<file path="config.mk">
export PLATFORM = sky130hd
export DESIGN_NAME = acc_cpu_param
export DESIGN_NICKNAME = d
export VERILOG_FILES = /design/src/rtl/acc_cpu_param.sv
export SDC_FILE = /design/constraint.sdc
export NUM_CORES = 1
export LEC_CHECK = 0
export CAP_MARGIN = 5
export CORE_MARGIN = 2
export CORE_UTILIZATION = 62
export DETAILED_ROUTE_END_ITERATION = 7
export HOLD_SLACK_MARGIN = 0.08
export PLACE_DENSITY = 0.81
export RECOVER_POWER = 50
export SYNTH_ARGS = -nofsm -noshare
export SYNTH_HDL_FRONTEND = slang
export SYNTH_SLANG_ARGS = --single-unit
</file>
<file path="constraint.sdc">
create_clock -name clock -period 4.3 [get_ports clock]
set_clock_uncertainty 0.1 [all_clocks]
set_input_delay 0.86 -clock clock [delete_from_list [all_inputs] [get_ports clock]]
set_output_delay 0.86 -clock clock [all_outputs]
set_load 0.005 [all_outputs]
</file>
<file path="src/rtl/acc_cpu_param.sv">
// Parametrised accumulator CPU: HALT/FETCH/DECODE/EXEC sequencer, carry and zero flags,
// program-load and debug ports, and a valid-qualified memory-mapped output register.
module acc_cpu_param #(
  parameter int DATA_W   = 8,
  parameter int ADDR_W   = 5,
  parameter int OUT_ADDR = 2**ADDR_W-1
) (
  input  logic              clock,
  input  logic              reset,
  input  logic              start,
  input  logic [ADDR_W-1:0] start_pc,
  input  logic              prog_we,
  input  logic [ADDR_W-1:0] prog_addr,
  input  logic [DATA_W-1:0] prog_data,
  input  logic [ADDR_W-1:0] dbg_addr,
  output logic [DATA_W-1:0] dbg_data,
  output logic [ADDR_W-1:0] pc,
  output logic [DATA_W-1:0] ac,
  output logic              cf,
  output logic              zf,
  output logic              halted,
  output logic              out_valid,
  output logic [DATA_W-1:0] out_data
);

  localparam int DEPTH = 2**ADDR_W;
  localparam logic [ADDR_W-1:0] OUT_A = ADDR_W'(OUT_ADDR);

  localparam logic [2:0] OP_HLT = 3'd0;
  localparam logic [2:0] OP_LDA = 3'd1;
  localparam logic [2:0] OP_ADD = 3'd2;
  localparam logic [2:0] OP_STO = 3'd3;
  localparam logic [2:0] OP_SUB = 3'd4;
  localparam logic [2:0] OP_JZ  = 3'd5;
  localparam logic [2:0] OP_JC  = 3'd6;
  localparam logic [2:0] OP_JMP = 3'd7;

  typedef enum logic [1:0] {S_HALT, S_FETCH, S_DECODE, S_EXEC} state_t;

  state_t state_reg, state_next;

  logic [DATA_W-1:0] mem [DEPTH];

  logic [ADDR_W-1:0] pc_reg;
  logic [DATA_W-1:0] ac_reg;
  logic [DATA_W-1:0] md_reg;
  logic [DATA_W-1:0] out_data_reg;
  logic [2:0]        ir_op_reg;
  logic [ADDR_W-1:0] ir_addr_reg;
  logic              cf_reg;
  logic              zf_reg;
  logic              out_valid_reg;

  // Control strobes decoded from the current state
  logic              start_en;
  logic              fetch_en;
  logic              decode_en;
  logic              exec_en;
  logic              mem_we;
  logic [ADDR_W-1:0] mem_waddr;
  logic [DATA_W-1:0] mem_wdata;
  logic              out_fire;
  logic              jump_taken;

  logic [DATA_W:0]   sum;
  logic [DATA_W:0]   diff;

  always_ff @(posedge clock) begin
    if (reset) state_reg <= S_HALT;
    else       state_reg <= state_next;
  end

  always_comb begin
    state_next = state_reg;
    unique case (state_reg)
      S_HALT:   if (start) state_next = S_FETCH;
      S_FETCH:  state_next = S_DECODE;
      S_DECODE: state_next = S_EXEC;
      S_EXEC:   state_next = (ir_op_reg == OP_HLT) ? S_HALT : S_FETCH;
      default:  state_next = S_HALT;
    endcase
  end

  always_comb begin
    halted    = (state_reg == S_HALT);
    start_en  = halted && start;
    fetch_en  = (state_reg == S_FETCH);
    decode_en = (state_reg == S_DECODE);
    exec_en   = (state_reg == S_EXEC);
    out_fire  = exec_en && (ir_op_reg == OP_STO) && (ir_addr_reg == OUT_A);
    // Reset in the same cycle aborts any pending store or program write
    mem_we    = !reset && ((halted && prog_we) || (exec_en && ir_op_reg == OP_STO));
    mem_waddr = halted ? prog_addr : ir_addr_reg;
    mem_wdata = halted ? prog_data : ac_reg;
  end

  always_comb begin
    jump_taken = 1'b0;
    unique case (ir_op_reg)
      OP_JZ:   jump_taken = zf_reg;
      OP_JC:   jump_taken = cf_reg;
      OP_JMP:  jump_taken = 1'b1;
      default: jump_taken = 1'b0;
    endcase
  end

  // Top bit of diff is the borrow because both operands are zero-extended
  assign sum  = {1'b0, ac_reg} + {1'b0, md_reg};
  assign diff = {1'b0, ac_reg} - {1'b0, md_reg};

  always_ff @(posedge clock) begin
    if (mem_we) mem[mem_waddr] <= mem_wdata;
  end

  always_ff @(posedge clock) begin
    if (reset) begin
      pc_reg        <= '0;
      ac_reg        <= '0;
      md_reg        <= '0;
      ir_op_reg     <= '0;
      ir_addr_reg   <= '0;
      cf_reg        <= 1'b0;
      zf_reg        <= 1'b0;
      out_valid_reg <= 1'b0;
      out_data_reg  <= '0;
    end else begin
      out_valid_reg <= out_fire;
      if (out_fire) out_data_reg <= ac_reg;
      if (start_en) pc_reg <= start_pc;
      if (fetch_en) begin
        ir_op_reg   <= mem[pc_reg][DATA_W-1 -: 3];
        ir_addr_reg <= mem[pc_reg][ADDR_W-1:0];
      end
      if (decode_en) begin
        pc_reg <= pc_reg + ADDR_W'(1);
        md_reg <= mem[ir_addr_reg];
      end
      if (exec_en) begin
        if (jump_taken) pc_reg <= ir_addr_reg;
        unique case (ir_op_reg)
          OP_LDA: begin
            ac_reg <= md_reg;
            zf_reg <= (md_reg == '0);
          end
          OP_ADD: begin
            ac_reg <= sum[DATA_W-1:0];
            cf_reg <= sum[DATA_W];
            zf_reg <= (sum[DATA_W-1:0] == '0);
          end
          OP_SUB: begin
            ac_reg <= diff[DATA_W-1:0];
            cf_reg <= diff[DATA_W];
            zf_reg <= (diff[DATA_W-1:0] == '0);
          end
          default: ;
        endcase
      end
    end
  end

  assign dbg_data  = mem[dbg_addr];
  assign pc        = pc_reg;
  assign ac        = ac_reg;
  assign cf        = cf_reg;
  assign zf        = zf_reg;
  assign out_valid = out_valid_reg;
  assign out_data  = out_data_reg;

endmodule

</file>
==> metrics.csv <==
metric,value,unit
Setup Buffers After CTS,0,
max incr delay on CP,0.55,ns
clock buffer depth,3,
post-synthesis sequential area ratio,50.48,%
DRT iter0 DRCs,2056,
post-synthesis register bit count,298,
GPL Wtd Cong,1.008,
M3 GR Usage,9.072,%
grt total ovfl,0,
nets@finish,1110,
Initial Utilization,62.86,%
Syn-to-layout area delta,10.24,%
slew margin rel.,-13.05,%
Routed Antenna Nets,0,
drt via density,7.672,
crit path cell chain,buf_4 -> buf_12 -> mux4_2 -> mux4_2 -> mux2_2 -> clkdlybuf4s50_1,
total CTS buffers,31,
R2R depth,5,
min-delay src,out_data[2]$_SDFFE_PP0P_,
DP Wirelength,32710,um
All-Layer GR Usage,33.58,%
cell taking the most area after synthesis,edfxtp_1,
worst path arrival time,3.21,ns
share of cells above drive strength 1,27.73,%
io pins,60,
Final Power,10.96,mW
failing checks,"max-capacitance violations, max-slew violations",
# DRC,0,
outcome,"finished, violations left",
root buffer cell,clkbuf_16,
Ys Warns,0,
fin crit period,4.172,ns
PwrDens,588.3,mW/mm^2
Max Freq,0.2397,GHz
initial antenna violation count,1,
R2R Path Start,pc[0]$_SDFF_PP0_,
GR Layer Usage met2,47.84,%
synth unique cells,62,
first-pass GRT wire length,69690,um
CTS tree,done,
WHS Endpoint,out_data[2]$_SDFFE_PP0P_,
Worst path most repeated cell,mux4_2,
max FFs per register,256,
period utilization,97.03,%
Hold Fails Final Rpt,0,
Worst VDD drop,389.3,uV
crit end category,primary output,
Final Core Density,69.30,%
Pre-antenna DRT Iters,5,
GRT met1 Usage,50.17,%
worst reg2reg endpoint,ir_addr_reg[2]$_SDFFE_PP0N_,
Routed WL per cell,32.66,um
die width,169.1,um
Synth top area share,45.50,%
die area,0.02859,sq mm
Synth top cells by count,"256 x edfxtp_1, 213 x mux4_2, 71 x nor2_1, 69 x nand2_1, 42 x dfxtp_1",
Core Box Area,0.02688,sq mm
row count,60,
I/O Buffers,59,
"wirelength, routed",46510,um
busiest grt layer,met1,
clk sinks,298,
largest net degree at the start of global routing,71,
Skew-Pair Late Insertion Delay,0.57,ns
Post-CTS Hold Buffers,0,
hold path cells,2,
Post-Syn Nets,1080,
Die H,169.1,um
WP data required,3.34,ns
Max Slew Vio Count,33,
worst hold path class,flop to flop,
Biggest register,mem,
asr flop ratio synth,0,%
Final setup viols,0,
max-cap violation count,1,
CTS resizes,0,
CTS HTree Levels,1,
Worst Max-Slew Pin Slew,1.696,ns
Worst R2R Setup Slack,0.75,ns
CP Class,input pin to primary output,
setup TNS,0,ns
number of global-route vias before repair,10464,
"Slowest-stage cell, CP",mux4_2,
ys flop type,edfxtp_1,
largest fanout on the critical path,23,
cells after synthesis,1029,
ranking of synthesized cells by area,"edfxtp_1 46%, mux4_2 28%, dfxtp_1 5.0%",
synthesized area,0.01689,sq mm
leakage power,5.909,nW
CTS clock-pin slew for the worst setup and hold paths,0.06,ns
Vias,10925,
Startpoint Class,input pin,
Avg Inst Size Synth,16.42,sq um
number of flops mapped to enable cells by yosys,256,
RSZ-0062 raised after global routing,false,
most frequent cell after synthesis,edfxtp_1,
[cells by family after synthesis]
kind of cell	after synthesis	share of synthesized area [%]
mux	273	33.90
flops	298	50.48
simple gates	205	5.591
fa+ha+maj	24	1.866
compound gates	114	4.577
xor+xnor	13	0.6739
buf+inv	102	2.910
[stage by stage]
step / instances / hold WS (ns) / setup WS (ns) / instance area [sq um]
global placement: 1367 / 0.3752 / 0.1812 / 17730
CTS: 1423 / 0.3960 / 0.1363 / 18640
finish: 1424 / 0.3885 / 0.1276 / 18630
detailed placement: 1367 / 0.3779 / 0.1658 / 17730
global route: 1423 / 0.4080 / 0.07854 / 18620
floorplan: 1029 / 0.3626 / 0.7790 / 16900
[metal layers]
metal	up-vias	share of wire [%]
li1	4383	-
met1	5458	36
met2	982	44
met3	100	15
met4	2	4.5
met5	-	0.11
[report_power, final]
group	internal (mW)	total [mW]	leakage, nW	switching (mW)
registers	3.63	4.21	2.67	0.583
clock network	1.32	2.44	0.445	1.11
logic	2.02	4.31	2.79	2.29
total	6.97	11.0	5.91	3.99
[placed cells by master, fill, tap and decap left out, types with 18 or more instances in the layout]
cell type        instances
mux4_1                  19
nand2_1                 69
dfxtp_1                 38
dlygate4sd3_1           20
mux4_2                 213
clkdlybuf4s50_1         37
a21oi_1                 32
o21ai_0                 19
mux2i_1                 24
ha_1                    22
inv_1                   18
nor2_1                  71
edfxtp_1               256
clkbuf_16               31
[worst max-delay path, delay by kind of cell]
| family | cells | cell delay [ns] |
|---|---|---|
| muxes | 3 | 1.41 |
| buffers and inverters | 3 | 0.91 |
[worst max path at each step]
stage,slack (ns),to,start,depth (start not counted)
4_1_cts,0.14,dbg_data[6],dbg_addr[0],6
3_5_place_dp,0.17,dbg_data[6],dbg_addr[0],6
3_3_place_gp,0.18,dbg_data[4],dbg_addr[0],6
2_1_floorplan,0.78,dbg_data[0],dbg_addr[1],5
5_1_grt,0.08,dbg_data[6],dbg_addr[0],6
6_report,0.13,dbg_data[6],dbg_addr[0],6
[area by class of cell]
cell class                      count  area (sq um)
Antenna cell                        1         2.502
Clock buffer                       38         802.0
Clock inverter                     18         105.1
Fill cell                        1702          8250
Inverter                           20         75.07
Multi-Input combinational cell    629          7875
Sequential cell                   298          8538
Tap cell                          341         426.7
Timing Repair Buffer               79         800.8
(Power assumes the default switching activity.)
